===== config.mk =====
export PLATFORM = sky130hd
export DESIGN_NAME = mux_scan_sequencer
export DESIGN_NICKNAME = d
export VERILOG_FILES = /design/src/rtl/mux_scan_sequencer.sv
export SDC_FILE = /design/constraint.sdc
export NUM_CORES = 1
export LEC_CHECK = 0
export ABC_AREA = 1
export BUFFER_PORTS_ARGS = -buffer_cell sky130_fd_sc_hd__buf_2
export CORE_MARGIN = 2
export CORE_UTILIZATION = 56
export DETAILED_ROUTE_END_ITERATION = 6
export GPL_ROUTABILITY_DRIVEN = 0
export PLACE_DENSITY = 0.74
export SLEW_MARGIN = 20
export SYNTH_ARGS = -nofsm -noshare
export SYNTH_HDL_FRONTEND = slang
export SYNTH_SLANG_ARGS = --single-unit
export TNS_END_PERCENT = 5

===== constraint.sdc =====
create_clock -name clk_in -period 1.67 [get_ports clk_in]
set_clock_uncertainty 0.15 [all_clocks]
set_input_delay 0.0835 -clock clk_in [delete_from_list [all_inputs] [get_ports clk_in]]
set_output_delay 0.0835 -clock clk_in [all_outputs]
set_load 0.02 [all_outputs]

===== src/rtl/mux_scan_sequencer.sv =====
// -----------------------------------------------------------------------------
// mux_scan_sequencer
//
// Sequential front-end for a 4:1 mux stage. It steps the mux select through
// the enabled channels and holds each channel for DWELL cycles so the mux
// output can settle. On the last cycle of each dwell it samples y_in into a
// capture register. When the last enabled channel has been sampled, it presents
// the assembled 4-bit word downstream with a valid/ready handshake.
// Single-sweep and continuous modes are supported.
//
// Ports:
//   clk_in      - clock, rising edge
//   rst_n_in    - asynchronous active-low reset
//   start_in    - request a sweep (only looked at in IDLE)
//   mode_in     - 0 = single sweep, 1 = continuous (sampled at each handshake)
//   ch_mask_in  - channel enable mask, snapshotted when start is accepted
//   y_in        - output of the 4:1 mux being scanned
//   sel_out     - registered mux select
//   sample_out  - completed sweep word, bit n = channel n (disabled -> 0)
//   valid_out   - sample_out holds a completed sweep
//   ready_in    - consumer accepts sample_out
//   busy_out    - high whenever the sequencer is not idle
//   done_out    - one-cycle pulse when the sequencer returns to IDLE
// -----------------------------------------------------------------------------
module mux_scan_sequencer #(
    parameter int DWELL = 4,   // cycles per channel, 2..255
    parameter int CNT_W = 8    // must hold DWELL-1
) (
    input  logic       clk_in,
    input  logic       rst_n_in,
    input  logic       start_in,
    input  logic       mode_in,
    input  logic [3:0] ch_mask_in,
    input  logic       y_in,
    output logic [1:0] sel_out,
    output logic [3:0] sample_out,
    output logic       valid_out,
    input  logic       ready_in,
    output logic       busy_out,
    output logic       done_out
);

    typedef enum logic [1:0] {
        ST_IDLE    = 2'd0,
        ST_DWELL   = 2'd1,
        ST_PRESENT = 2'd2
    } state_t;

    state_t             state_reg,  state_next;
    logic [1:0]         sel_reg,    sel_next;
    logic [3:0]         sample_reg, sample_next;
    logic               valid_reg,  valid_next;
    logic               done_reg,   done_next;
    logic [CNT_W-1:0]   count_reg,  count_next;
    logic [3:0]         mask_reg,   mask_next;
    logic [3:0]         cap_reg,    cap_next;

    // Enabled channels strictly above the one currently selected.
    logic [3:0]         above_sel;
    logic               dwell_end;
    logic [3:0]         cap_with_sample;

    // Lowest set bit of a 4-bit vector (returns 3 for an empty vector; callers
    // only use it on non-empty vectors).
    function automatic logic [1:0] lowest_set(input logic [3:0] v);
        logic [1:0] r;
        if (v[0])      r = 2'd0;
        else if (v[1]) r = 2'd1;
        else if (v[2]) r = 2'd2;
        else           r = 2'd3;
        return r;
    endfunction

    generate
        for (genvar gi = 0; gi < 4; gi++) begin : g_above
            assign above_sel[gi] = mask_reg[gi] && (sel_reg < 2'(gi));
        end
    endgenerate

    assign dwell_end = (count_reg == CNT_W'(DWELL - 1));

    // Capture register as it will look after this edge's sample, so the final
    // channel's sample lands in sample_out on the same edge.
    always_comb begin
        cap_with_sample          = cap_reg;
        cap_with_sample[sel_reg] = y_in;
    end

    always_comb begin
        state_next  = state_reg;
        sel_next    = sel_reg;
        sample_next = sample_reg;
        valid_next  = valid_reg;
        done_next   = 1'b0;
        count_next  = count_reg;
        mask_next   = mask_reg;
        cap_next    = cap_reg;

        case (state_reg)
            ST_IDLE: begin
                if (start_in) begin
                    if (|ch_mask_in) begin
                        mask_next  = ch_mask_in;
                        cap_next   = 4'b0000;
                        sel_next   = lowest_set(ch_mask_in);
                        count_next = '0;
                        state_next = ST_DWELL;
                    end else begin
                        // Nothing to scan: report completion without data.
                        done_next = 1'b1;
                    end
                end
            end

            ST_DWELL: begin
                count_next = count_reg + CNT_W'(1);
                if (dwell_end) begin
                    cap_next   = cap_with_sample;
                    count_next = '0;
                    if (|above_sel) begin
                        sel_next = lowest_set(above_sel);
                    end else begin
                        sample_next = cap_with_sample;
                        valid_next  = 1'b1;
                        state_next  = ST_PRESENT;
                    end
                end
            end

            ST_PRESENT: begin
                // valid_reg is always set in this state, so ready alone
                // completes the handshake.
                if (ready_in) begin
                    valid_next = 1'b0;
                    if (mode_in) begin
                        cap_next   = 4'b0000;
                        sel_next   = lowest_set(mask_reg);
                        count_next = '0;
                        state_next = ST_DWELL;
                    end else begin
                        done_next  = 1'b1;
                        sel_next   = 2'b00;
                        state_next = ST_IDLE;
                    end
                end
            end

            default: begin
                state_next = ST_IDLE;
                sel_next   = 2'b00;
                valid_next = 1'b0;
            end
        endcase
    end

    always_ff @(posedge clk_in or negedge rst_n_in) begin
        if (!rst_n_in) begin
            state_reg  <= ST_IDLE;
            sel_reg    <= 2'b00;
            sample_reg <= 4'b0000;
            valid_reg  <= 1'b0;
            done_reg   <= 1'b0;
            count_reg  <= '0;
            mask_reg   <= 4'b0000;
            cap_reg    <= 4'b0000;
        end else begin
            state_reg  <= state_next;
            sel_reg    <= sel_next;
            sample_reg <= sample_next;
            valid_reg  <= valid_next;
            done_reg   <= done_next;
            count_reg  <= count_next;
            mask_reg   <= mask_next;
            cap_reg    <= cap_next;
        end
    end

    assign sel_out    = sel_reg;
    assign sample_out = sample_reg;
    assign valid_out  = valid_reg;
    assign done_out   = done_reg;
    assign busy_out   = (state_reg != ST_IDLE);

endmodule


Word-level counts from Yosys, hierarchy flattened
Index checks and enable logic that the tools add are counted.
{"block": "op_classes", "reduce_logical": 17, "n_mux": 47, "n_lt_le_gt_ge": 6, "bitwise_logic": 2, "addsub": 1, "n_eq_ne": 10}
{"operator": "8-bit 2-to-1 mux", "n": 5}
{"operator": "2-bit 2-to-1 mux", "n": 17}
{"operator": "8-bit one-hot mux with 3 select lines", "n": 1}
{"operator": "4-bit 2-to-1 mux", "n": 5}
{"operator": "5-bit AND reduction", "n": 3}
{"operator": "2-bit inequality test, second input constant", "n": 7}
{"operator": "1-bit 2-to-1 mux", "n": 12}
{"operator": "2-bit one-hot mux with 3 select lines", "n": 2}
{"operator": "4-bit one-hot mux with 3 select lines", "n": 1}
{"operator": "8-bit by 1-bit adder with 8-bit output, second input constant", "n": 1}
{"operator": "8-bit by 2-bit equality test with 1-bit output, second input constant", "n": 1}
{"operator": "4-bit OR reduction", "n": 2}
{"operator": "3-bit AND reduction", "n": 2}
{"operator": "6-bit AND reduction", "n": 1}
{"operator": "1-bit logical AND", "n": 5}
{"operator": "4-bit bitwise mux", "n": 1}
{"operator": "2-bit by 1-bit less-than comparator with 1-bit output, second input constant", "n": 2}
{"operator": "2-bit less-than comparator, second input constant", "n": 2}
{"operator": "4-bit AND reduction", "n": 1}
{"operator": "2-bit by 3-bit less-than comparator with 1-bit output, second input constant", "n": 1}
{"operator": "1-bit one-hot mux with 3 select lines", "n": 1}
{"operator": "3-bit nonzero test", "n": 1}
{"operator": "1-bit demux with 2-bit select", "n": 1}
{"operator": "2-bit by 1-bit equality test with 1-bit output, second input constant", "n": 1}
{"operator": "6 further kinds", "n": 7}
{"block": "word_totals", "word_cells": 91, "reg_bits": 26, "out_inout_bits": 9, "inputBits": 10}

Depth between registers and ports, before layout
Gate-level depths: netlist of run 1.
{"block": "logic_depth", "depth_word": 8, "mapped_depth": 8, "depth_no_buf": 8}

Worst setup path before layout of run 1
No wires, ideal clock.
{"block": "synth_path", "path_type": "reg-to-reg", "from": "reg state_reg[0]", "to": "reg cap_reg[1]", "setup_ps": 116, "stages_incl_launch_ff": 8, "synth_period_minus_slack_ps": 1423, "path_buffers": 1, "arrival_time_ps": 1156, "slack_ps": 247, "path_cell_list": "dfrtp_1 -> nor2_2 -> nand3_1 -> nand2_1 -> nor2_4 -> buf_6 -> nand3_1 -> nand2_1"}
{"block": "synth_via", "elab_chain_cells": 3, "elab_cells_between_ends": 11, "classes_between": "7 x eq/ne; 1 x mux; 3 x reduce/logical"}
{"item": "from (decl)", "line_no": "49", "source": "state_t state_reg, state_next;"}
{"item": "from (signal assigned)", "line_no": "167", "source": "state_reg <= state_next;"}
{"item": "2-bit by 1-bit equality test with 1-bit output, or another cell as far along", "line_no": "99", "source": "case (state_reg)"}
{"item": "2-bit inequality test (no line) / 3-bit nonzero test (equally long branches)"}
{"item": "6-bit AND reduction (no line)"}
{"item": "to (signal assigned)", "line_no": "174", "source": "cap_reg <= cap_next;"}
{"item": "to (decl)", "line_no": "56", "source": "logic [3:0] cap_reg, cap_next;"}
Several ways; a longest one is shown, not always the timed one.
A chain may end at the register's enable or synchronous reset.

Worst setup path after layout of run 1
{"block": "layout_path", "from": "reg state_reg[0]", "to": "reg done_reg, in the netlist done_out"}
{"block": "layout_via", "elab_chain_cells": 2, "elab_cells_between_ends": 3, "classes_between": "1 x eq/ne; 1 x mux; 1 x reduce/logical"}
{"item": "2-bit equality test / 2-bit zero test (equally long branches)", "line_no": "99"}
{"item": "1-bit one-hot mux with 2 select lines *", "line_no": "99"}
{"item": "named net done_next", "line_no": "53", "source": "logic done_reg, done_next;"}
{"item": "to (signal assigned)", "line_no": "171", "source": "done_reg <= done_next;"}
{"item": "to (decl)", "line_no": "53"}
The timed path passes the listed nets; every way through them passes the cells marked *.

==> summary.txt, run 1 <==
Yosys
  • Synth area leader: dfrtp_1
  • EDFF count, synth: 0
  • Synth Cell Area: 0.00146 mm^2
  • Prevailing post-synth register cell: dfrtp_1
  • Synth top area share: 44.6%
  • YS warnings: 0
  • Synth Register Bits: 26
  • Post-Syn Instances: 205
  • Sequential area share after synthesis: around 45%
  • Post-synthesis async set-or-reset flop share: 100%
  • Synth unique cells: 23
  • Count leader, synth: nand2_1
  • Synth top area cells: dfrtp_1, nand2_1, nand3_1
  • Syn nets: about 220
  • Most common library cells after synthesis: nand2_1, nor2_1, dfrtp_1
  • Post-Syn Area per Cell: around 7.1 um^2

Global routing
  • First-pass GRT wire length: 5390 um
  • Vias in the first global route: roughly 1,300
  • Antenna violations before repair: 0
  • Total gr overflow: 0
  • GRT Total Usage: 24.7%
  • Pin count of the biggest net entering global routing: 27

STA
  • Setup TNS: 0 ns
  • Endpoints failing hold: 0
  • Measured slew at the worst slew-check pin: approximately 0.59 ns
  • RSZ-0062 raised after global routing: no
  • Setup-failing EPs final: 0
  • Final Slew Violations: 0
  • Final period util: 94.1%
  • Max Clk Rate: 637 MHz
  • Fin crit period: 1.57 ns
  • Worst rel slew slack: 60.5%

Routing
  • DRT antenna net count: 0
  • DRT iter0 DRCs: 32
  • Drt via density: 5.24
  • Vias: 1,398
  • DRT Wirelength: 3370 um
  • DRC Markers: 0
  • WL/cell: between 10 and 15 um
  • Drt first pass iters: 4

Power
  • NetSw: 1.38 mW
  • Switching share of power: a little under half
  • Clock Power Share: 9.3%
  • Pleak: 0.918 nW
  • Gate power share: between 50% and 60%
  • Power Density: 1670 mW/mm^2
  • VDD IR-drop max: 1040 uV
  • Flop pwr share: 36.7%
  • Cell-internal power: 1.51 mW

Finish
  • # diodes: 0
  • Syn-to-layout area delta: 18.5%
  • Design Area, Final: 0.00173 mm^2
  • Final #Nets: 250
  • Largest register FFs: 8
  • Share of cells above drive strength 1: 17.3%

Critical path
  • CP required: ~1.8 ns
  • RR Startpoint: state_reg[0]
  • FF-to-FF setup slack: around 0.1 ns
  • Worst setup SP type: register
  • Max incr delay on CP: between 0.5 and 0.6 ns
  • Worst Path Max Fanout: 5
  • Crit-path slowest cell: dlygate4sd3_1
  • Reg-to-reg endpoint: done_out
  • Worst path cell trace: nor2_1 > nand3_1 > dlygate4sd3_1 > o31ai_1
  • Crit end category: register
  • Worst reg2reg path depth: 4
  • Crit path DAT: roughly 1.7 ns
  • WS Path Type: register to register
  • Critical Path End: done_out
  • Crit path launch: state_reg[0]

Floorplanning
  • Cell Rows: 18
  • Die Wd: between 50 and 60 um
  • Die height: roughly 55 um
  • I/O pin cnt: 19
  • Placeable Area: between 0.002 and 0.0025 mm^2
  • Initial Util: just under 60%
  • Die area: 0.00303 mm^2

Run status
  • Status: completed

Clock network
  • Reg clk slew, reported paths: 0.14 ns
  • CTS tree: done
  • Sink Count: 26
  • H-Tree Depth: 1
  • CTS Buffer Depth: 2
  • Root Driver: clkbuf_4
  • Clock buffer count from CTS: 3
  • Clk_lat worst skew: 0.32 ns

Place
  • Port buffer count: 18
  • Cell Area, Placed: 0.00159 mm^2
  • Post-DP HPWL: 2370 um

Hold path
  • Min-Delay Path Class: input pin to register
  • Hold_sp: y_in

Run
  • Max-cap violations: 0
## layout make-up
type / instances / area (um^2)
multi-input combinational: 154 / 727
sequential: 26 / 653
fill: 223 / 747
inverter: 24 / 90.1
tap: 30 / 37.5
timing repair buffer: 30 / 200
clock buffer: 3 / 22.5
## worst min-delay path by stage
| stage | cells after the start | slack [ns] | end |
|---|---|---|---|
| 6_report | 5 | 0.09 | sample_out[1] |
| 5_1_grt | 5 | 0.13 | sample_out[2] |
| 4_1_cts | 5 | 0.08 | sample_out[2] |
| 3_5_place_dp | 1 | -0.03 | count_reg[5] |
| 3_3_place_gp | 1 | -0.04 | count_reg[5] |
| 2_1_floorplan | 0 | -0.36 | cap_reg[0] |
## power by group through the flow
stage / Sequential, mW / Combinational (mW) / Clock, mW
after floorplan: 1.12 / 1.02 / 0
after global placement: 1.04 / 1.44 / 0
after detailed placement: 1.05 / 1.47 / 0
after CTS: 1.04 / 1.49 / 0.277
after global routing: 1.10 / 1.77 / 0.295
final: 1.06 / 1.56 / 0.268
## repair_timing
action | in CTS | in global routing
hold buffers | 8 | 0
endpoints found under the hold margin | 32 | 0
gates resized for setup | 0 | 6
setup buffers | 0 | 1
endpoints found under the setup margin | 0 | 15
## worst max-delay path, delay by kind of cell, from the launching register on
| kind | cells | cell delay (ns) |
|---|---|---|
| buf+inv | 1 | 0.57 |
| compound gates | 1 | 0.07 |
| simple gates | 2 | 0.23 |
| flops | 1 | 0.48 |
## cells by family after synthesis
kind of cell,share of synthesized area [%]
flops,44.6
fa+ha+maj,0.857
compound gates,9.17
buf+inv,7.46
simple gates,38.0
## per-layer routing
metal  part of all wire (%)  track usage (%)
met1                     44             29.4
met2                     51             46.0
met3                    4.2             2.42
met4                   0.39             8.13
met5                      0                0
## placed cells by master (no fill, tap or decap), drive strengths merged
| cell type | netlist | routed |
|---|---|---|
| nand2 | 62 | 62 |
| nand4 | 4 | 4 |
| clkbuf | 0 | 3 |
| or2 | 1 | 1 |
| o31ai | 1 | 1 |
| buf | 2 | 22 |
| dfrtp | 26 | 26 |
| a21oi | 4 | 4 |
| nand3 | 25 | 25 |
| inv | 24 | 24 |
| dlygate4sd3 | 0 | 8 |
| o21ai | 19 | 19 |
| o211ai | 1 | 1 |
| nor2 | 34 | 35 |
| nand3b | 1 | 1 |
| ha | 1 | 1 |
## through the flow
step / setup slack (ns) / cells / utilization, % / hold WS, ns / power, mW
global placement: 0.0536 / 254 / 64.2 / -0.0445 / 2.48
detailed placement: 0.0634 / 254 / 64.2 / -0.0328 / 2.53
finish: 0.0992 / 267 / 69.8 / 0.0934 / 2.89
floorplan: 0.247 / 205 / - / -0.362 / 2.14
global route: 0.0171 / 267 / 69.8 / 0.132 / 3.16
CTS: 0.0434 / 265 / 68.4 / 0.0844 / 2.81
(Power assumes the default switching activity.)
==> run 2, diff against run 1 <==
- ABC_AREA: 1 -> not set
==> run 2 against run 1 <==
The flow now finishes with violations (setup timing). Maximum frequency decreased by 23%. Core utilization increased by 6.9 points. Total power increased by 5.2%. First-iteration DRC count decreased by 28%. Largest cell class unchanged. Non-clock buffer count increased by 24. Critical endpoint is now sel_out[0]. Synthesized cell count decreased by 34%. Register-to-register slack got worse by 0.46 ns.
==> summary.txt, run 2 <==
Finish
  • Share of cells above drive strength 1: 38.5% (was 17.3%)
  • Syn-to-layout area delta: 32.8% (was 18.5%)
  • Fill cells: 159 (was 223)
  • Commonest non-fill, non-tap cells in the layout: dfrtp_1, buf_4, buf_2 (was nand2_1, nor2_1, nand3_1, dfrtp_1, inv_1)
  • Final #Nets: 199 (was 250)
  • Design Area, Final: 0.00185 mm^2 (was 0.00173 mm^2)
  • # diodes: 0 (unchanged)
  • Fin cells: 217 (was 267)
  • Largest register FFs: 8 (unchanged)

Floorplanning
  • Die area: 0.00290 mm^2 (was 0.00303 mm^2)
  • Die Wd: 53.9 um (was 55.1 um)
  • Die height: 53.9 um (was 55.1 um)
  • Initial Util: 57.8% (was 58.9%)
  • Cell Rows: 18 (unchanged)
  • I/O pin cnt: 19 (unchanged)
  • Placeable Area: 0.00241 mm^2 (was 0.00248 mm^2)

STA
  • Endpoints failing hold: 0 (unchanged)
  • Min setup slack post-route: -0.365 ns (was 0.0992 ns)
  • RSZ-0062 raised after global routing: yes (was no)
  • Final period util: 122% (was 94.1%)
  • Final Slew Violations: 0 (unchanged)
  • Setup-failing EPs final: 21 (was 0)
  • Max Clk Rate: 491 MHz (was 637 MHz)
  • Worst rel slew slack: 60.5% (about the same)
  • Fin crit period: 2.03 ns (was 1.57 ns)
  • Measured slew at the worst slew-check pin: 0.593 ns (about the same)
  • Setup TNS: -4.60 ns (was 0 ns)
  • Min Hold Slack: 0.0439 ns (was 0.0934 ns)

Yosys
  • YS warnings: 0 (unchanged)
  • Synth unique cells: 39 (was 23)
  • Synth area leader: dfrtp_1 (unchanged)
  • Most common library cells after synthesis: dfrtp_1, nor2_1, nand2_1 (was nand2_1, nor2_1, dfrtp_1)
  • Post-synthesis async set-or-reset flop share: 100% (unchanged)
  • Syn nets: 147 (was 216)
  • Post-Syn Instances: 136 (was 205)
  • Count leader, synth: dfrtp_1 (was nand2_1)
  • Post-Syn Area per Cell: 10.2 um^2 (was 7.12 um^2)
  • Sequential area share after synthesis: 46.7% (was 44.6%)
  • Prevailing post-synth register cell: dfrtp_1 (unchanged)
  • EDFF count, synth: 0 (unchanged)
  • Synth Register Bits: 26 (unchanged)
  • Synth top area cells: dfrtp_1, mux2_2, xor2_1 (was dfrtp_1, nand2_1, nand3_1)
  • Synth Cell Area: 0.00139 mm^2 (was 0.00146 mm^2)
  • Synth top area share: 46.7% (was 44.6%)

Critical path
  • Worst Path Max Fanout: 2 (was 5)
  • Critical path buffer and inverter count: 0 (was 1)
  • WS Path Type: register to register (unchanged)
  • Crit end category: register (unchanged)
  • Crit path DAT: 2.11 ns (was 1.65 ns)
  • Worst setup SP type: register (unchanged)
  • Max incr delay on CP: 0.48 ns (was 0.57 ns)
  • Worst path cell trace: ha_2 > or4b_4 > or2_4 > nor2_4 > a211oi_2 > mux2_4 (was nor2_1 > nand3_1 > dlygate4sd3_1 > o31ai_1)
  • CP required: 1.75 ns (about the same)
  • CP delay by family, top: simple AND/OR/NAND/NOR gates (was buffers and inverters)
  • Crit-path slowest cell: or4b_4 (was dlygate4sd3_1)

Global routing
  • Total gr overflow: 0 (unchanged)
  • First-pass GRT wire length: 5780 um (was 5390 um)
  • Pin count of the biggest net entering global routing: 27 (unchanged)
  • GRT Total Usage: 28.3% (was 24.7%)
  • Antenna violations before repair: 0 (unchanged)
  • Vias in the first global route: 1,257 (was 1,319)

Routing
  • Vias: 1,248 (was 1,398)
  • Drt via density: 5.75 (was 5.24)
  • DRT iter0 DRCs: 23 (was 32)
  • DRT antenna net count: 0 (unchanged)
  • Drt first pass iters: 4 (unchanged)
  • DRC Markers: 0 (unchanged)
  • DRT Wirelength: 3510 um (was 3370 um)
  • WL/cell: 16.2 um (was 12.6 um)

Power
  • Pleak: 0.897 nW (was 0.918 nW)
  • Power Density: 1640 mW/mm^2 (was 1670 mW/mm^2)
  • VDD IR-drop max: 1070 uV (was 1040 uV)

Run status
  • Failing checks: setup timing
  • Status: complete, but fails checks (was completed)

Run
  • Max-cap violations: 0 (unchanged)

Clock network
  • Root Driver: clkbuf_4 (unchanged)
  • Clk_lat worst skew: 0.32 ns (about the same)
  • Reg clk slew, reported paths: 0.14 ns (about the same)
  • Clock buffer count from CTS: 3 (unchanged)
  • CTS Buffer Depth: 2 (unchanged)
  • Sink Count: 26 (unchanged)
  • H-Tree Depth: 1 (unchanged)
  • CTS tree: done (unchanged)

Place
  • Cell Area, Placed: 0.00168 mm^2 (was 0.00159 mm^2)
  • Post-DP HPWL: 2440 um (was 2370 um)
  • Post-Place Cells: 203 (was 254)
  • Port buffer count: 18 (unchanged)

Hold path
  • Min-Delay Path Class: input pin to register (unchanged)
-- run 2: final timing paths --
| kind | start | end | slack [ns] | cells past startpoint |
|---|---|---|---|---|
| worst max-delay path | count_reg[0] | sel_out[0] | -0.36 | 6 |
| worst min-delay path | ch_mask_in[3] | done_out | 0.04 | 4 |
| worst max register to register | count_reg[0] | sel_out[0] | -0.36 | 6 |
| worst min register to register | sample_out[3] | sample_out[3] | 0.36 | 2 |
| max in group asynchronous | rst_n_in | cap_reg[3] | 0.87 | 2 |
| min in group asynchronous | rst_n_in | count_reg[6] | 0.12 | 2 |
-- run 2: layer usage --
layer | up-vias | global-route usage [%] | routed length, um
li1 | 588 | - | -
met5 | - | 0 | 0
met3 | 8 | 4.72 | 138
met1 | 616 | 34.5 | 1460
met2 | 36 | 49.4 | 1860
met4 | 0 | 11.1 | 52
-- run 2: cells by family (layout without fill, tap and decap cells) --
| family | Yosys count | after routing | share of synthesized area [%] |
|---|---|---|---|
| flops | 26 | 26 | 46.7 |
| simple gates | 50 | 50 | 20.3 |
| mux | 11 | 11 | 8.45 |
| buf+inv | 13 | 64 | 4.04 |
| compound gates | 29 | 29 | 15.8 |
| xor+xnor | 6 | 6 | 3.77 |
| fa+ha+maj | 1 | 1 | 0.898 |
-- run 2: final cells by class --
cell class                      count  area (um^2)  area share [%]
Multi-Input combinational cell     97          716            38.7
Sequential cell                    26          651            35.2
Timing Repair Buffer               54          387            20.9
Tap cell                           30         37.5            2.03
Clock buffer                        4         36.3            1.96
Inverter                            6         22.5            1.22
-- run 2: worst min-delay path, stage by stage --
cell	delay (ns)
buf_2	0.08
or4_4	0.13
o32a_1	0.15
nor2_1	0.05
-- run 2: power breakdown --
group          switching (mW)  internal [mW]
registers               0.180          0.849
clock network           0.189          0.134
logic                   0.885          0.800
total                    1.25           1.78
-- run 2: stage by stage --
step	total power [mW]	utilization, %	worst slack [ns]
2_1_floorplan	1.99	-	-0.428
3_3_place_gp	2.50	69.9	-0.307
3_5_place_dp	2.58	69.9	-0.355
4_1_cts	2.99	76.0	-0.367
5_1_grt	3.24	76.7	-0.415
6_report	3.04	76.7	-0.365
-- run 2: what timing repair did --
action / in CTS / in global routing
pin swaps: 7 / 3
endpoints found under the hold margin: 39 / 0
gates resized for setup: 7 / 4
setup buffers: 0 / 1
hold buffers: 9 / 0
endpoints found under the setup margin: 21 / 25
==> run 3, diff against run 2 <==
- CORE_UTILIZATION: 56 -> 59
- CTS_BUF_LIST: not set -> sky130_fd_sc_hd__clkbuf_4 sky130_fd_sc_hd__clkbuf_8
- PLACE_DENSITY: 0.74 -> 0.82
==> run 3 against run 2 <==
The run still ends with setup timing left. Global-route usage grew 1.6 points. Total power grew 3.4%. Critical path depth is the same. Sequential cell count is the same. Clock power is essentially flat. Sequential power is essentially flat. Via count grew 5.8%. Die area shrank 4.7%. Worst setup slack gained 0.010 ns. Wire length grew 6.9%. Maximum frequency grew 0.51%. Critical path type unchanged. Largest cell class unchanged. Largest power group unchanged.
==> summary.txt, run 3 (synthesized netlist as in run 2, its figures left out) <==
Finish
  • Largest register FFs: 8 (unchanged)
  • Storage cell area: 651 um^2 (unchanged)
  • Commonest non-fill, non-tap cells in the layout: dfrtp_1, buf_4, buf_2 (unchanged)
  • Syn-to-layout area delta: 32.3% (was 32.8%)
  • Multi-input logic area: 723 um^2 (was 716 um^2)
  • Final #Nets: 197 (was 199)
  • Fill cells: 122 (was 159)
  • Commonest non-fill, non-tap cell in the layout: dfrtp_1
  • Design Area, Final: 0.00184 mm^2 (was 0.00185 mm^2)
  • Share of cells above drive strength 1: 39.5% (was 38.5%)
  • # diodes: 0 (unchanged)

Place
  • Pre-CTS setup slack: -0.400 ns (was -0.355 ns)
  • Port buffer count: 18 (unchanged)
  • Cell Area, Placed: 0.00166 mm^2 (was 0.00168 mm^2)
  • Post-DP HPWL: 2270 um (was 2440 um)

Critical path
  • Worst setup SP type: register (unchanged)
  • Crit path launch: count_reg[0] (unchanged)
  • WS Path Type: register to register (unchanged)
  • CP delay by family, top: simple AND/OR/NAND/NOR gates (unchanged)
  • CP required: 1.75 ns (about the same)
  • Crit end category: register (unchanged)
  • Worst path cell trace: ha_2 > or4b_4 > or2_4 > nor2_4 > a211oi_2 > mux2_2 (was ha_2 > or4b_4 > or2_4 > nor2_4 > a211oi_2 > mux2_4)
  • Crit-path slowest cell: or4b_4 (unchanged)
  • Worst Path Max Fanout: 2 (unchanged)
  • Max incr delay on CP: 0.49 ns (was 0.48 ns)
  • Critical path buffer and inverter count: 0 (unchanged)
  • RR Startpoint: count_reg[0] (unchanged)
  • Crit path DAT: 2.11 ns (about the same)

STA
  • Measured slew at the worst slew-check pin: 0.587 ns (was 0.593 ns)
  • Fin crit period: 2.02 ns (was 2.03 ns)
  • Setup-failing EPs final: 21 (unchanged)
  • Final period util: 121% (was 122%)
  • Final Slew Violations: 0 (unchanged)
  • Max Clk Rate: 494 MHz (was 491 MHz)
  • Endpoints failing hold: 0 (unchanged)
  • Worst rel slew slack: 60.8% (was 60.5%)
  • Min setup slack post-route: -0.355 ns (was -0.365 ns)
  • RSZ-0062 raised after global routing: yes (unchanged)

Routing
  • DRT antenna net count: 0 (unchanged)
  • Drt via density: 6.20 (was 5.75)
  • DRC Markers: 0 (unchanged)
  • DRT Wirelength: 3750 um (was 3510 um)
  • Drt first pass iters: 5 (was 4)
  • Vias: 1,320 (was 1,248)
  • WL/cell: 17.6 um (was 16.2 um)
  • DRT iter0 DRCs: 52 (was 23)

Clock network
  • CTS Buffer Depth: 2 (unchanged)
  • Reg clk slew, reported paths: 0.14 ns (about the same)
  • Root Driver: clkbuf_4 (unchanged)
  • Clk_lat worst skew: 0.33 ns (was 0.32 ns)
  • Sink Count: 26 (unchanged)
  • H-Tree Depth: 1 (unchanged)
  • Clock buffer count from CTS: 3 (unchanged)
  • CTS tree: done (unchanged)

Floorplanning
  • Placeable Area: 0.00221 mm^2 (was 0.00241 mm^2)
  • Die area: 0.00277 mm^2 (was 0.00290 mm^2)
  • Die Wd: 52.6 um (was 53.9 um)
  • Die height: 52.6 um (was 53.9 um)
  • Cell Rows: 17 (was 18)
  • Initial Util: 63.0% (was 57.8%)
  • I/O pin cnt: 19 (unchanged)

Run status
  • Failing checks: setup timing (unchanged)
  • Status: complete, but fails checks (unchanged)

Hold path
  • Min-Delay Path Class: input pin to register (unchanged)
  • Hold_sp: ch_mask_in[2] (was ch_mask_in[3])

Power
  • Cell-internal power: 1.80 mW (was 1.78 mW)
  • Gate power share: 56.9% (was 55.5%)
  • Power Density: 1700 mW/mm^2 (was 1640 mW/mm^2)
  • NetSw: 1.34 mW (was 1.25 mW)
  • Pleak: 0.886 nW (was 0.897 nW)
  • Clock Power Share: 10.3% (was 10.6%)
  • VDD IR-drop max: 1280 uV (was 1070 uV)
  • Flop pwr share: 32.8% (was 33.9%)
  • Switching share of power: 42.7% (was 41.3%)

Global routing
  • Total gr overflow: 0 (unchanged)
  • Pin count of the biggest net entering global routing: 27 (unchanged)
  • GRT Total Usage: 29.9% (was 28.3%)
  • Antenna violations before repair: 0 (unchanged)
  • Vias in the first global route: 1,288 (was 1,257)
  • First-pass GRT wire length: 5890 um (was 5780 um)

Run
  • Max-cap violations: 0 (unchanged)
## run 3: through the flow
step                setup TNS [ns]  std cells  hold WS, ns  total power, mW  util (%)
floorplan                    -5.73        136       -0.362             1.99         -
global placement             -4.97        198      -0.0399             2.48      75.0
detailed placement           -6.10        198      -0.0290             2.55      75.0
CTS                          -4.76        213      0.00263             2.95      81.8
global route                 -7.20        213       0.0116             3.31      83.3
finish                       -5.70        213      0.00438             3.14      83.3
## run 3: routing by layer
| metal | wire length [um] | vias to the layer above | GRT usage [%] |
|---|---|---|---|
| met5 | 0 | - | 0 |
| met4 | 131 | 0 | 10.3 |
| met3 | 229 | 23 | 7.14 |
| met2 | 1890 | 66 | 52.7 |
| met1 | 1510 | 648 | 35.2 |
| li1 | - | 583 | - |
## run 3: area by class of cell
type / instances / share of cell area, %
multi-input combinational: 97 / 39.2
clock buffer: 4 / 1.97
sequential: 26 / 35.3
tap: 28 / 1.90
timing repair buffer: 52 / 20.4
inverter: 6 / 1.22
## run 3: worst paths after layout
check	end	slack, ns	cells past startpoint
worst max-delay path	sel_out[0]	-0.35	6
worst min-delay path	done_out	0.004	4
worst max register to register	sel_out[0]	-0.35	6
worst min register to register	sample_out[3]	0.36	2
max in group asynchronous	sample_out[0]	0.87	2
min in group asynchronous	count_reg[6]	0.11	2
## run 3: power groups by stage
| stage | Sequential [mW] | Combinational [mW] | Clock, mW |
|---|---|---|---|
| after floorplan | 1.09 | 0.904 | 0 |
| after global placement | 1.00 | 1.47 | 0 |
| after detailed placement | 1.02 | 1.52 | 0 |
| after CTS | 1.01 | 1.61 | 0.331 |
| after global routing | 1.05 | 1.91 | 0.348 |
| final | 1.03 | 1.79 | 0.324 |
## run 3: repair_timing
action                                 in CTS  in global routing
hold buffers                                9                  0
setup buffers                               2                  0
gates cloned                                0                  0
pin swaps                                   3                  5
setup endpoints to repair                  21                 25
endpoints found under the hold margin      39                  0
resized for setup                           4                 14
## run 3: worst min-delay path, cell delays in order
cell    delay (ns)
buf_2         0.09
or4_4         0.13
o32a_1        0.13
nor2_1        0.04
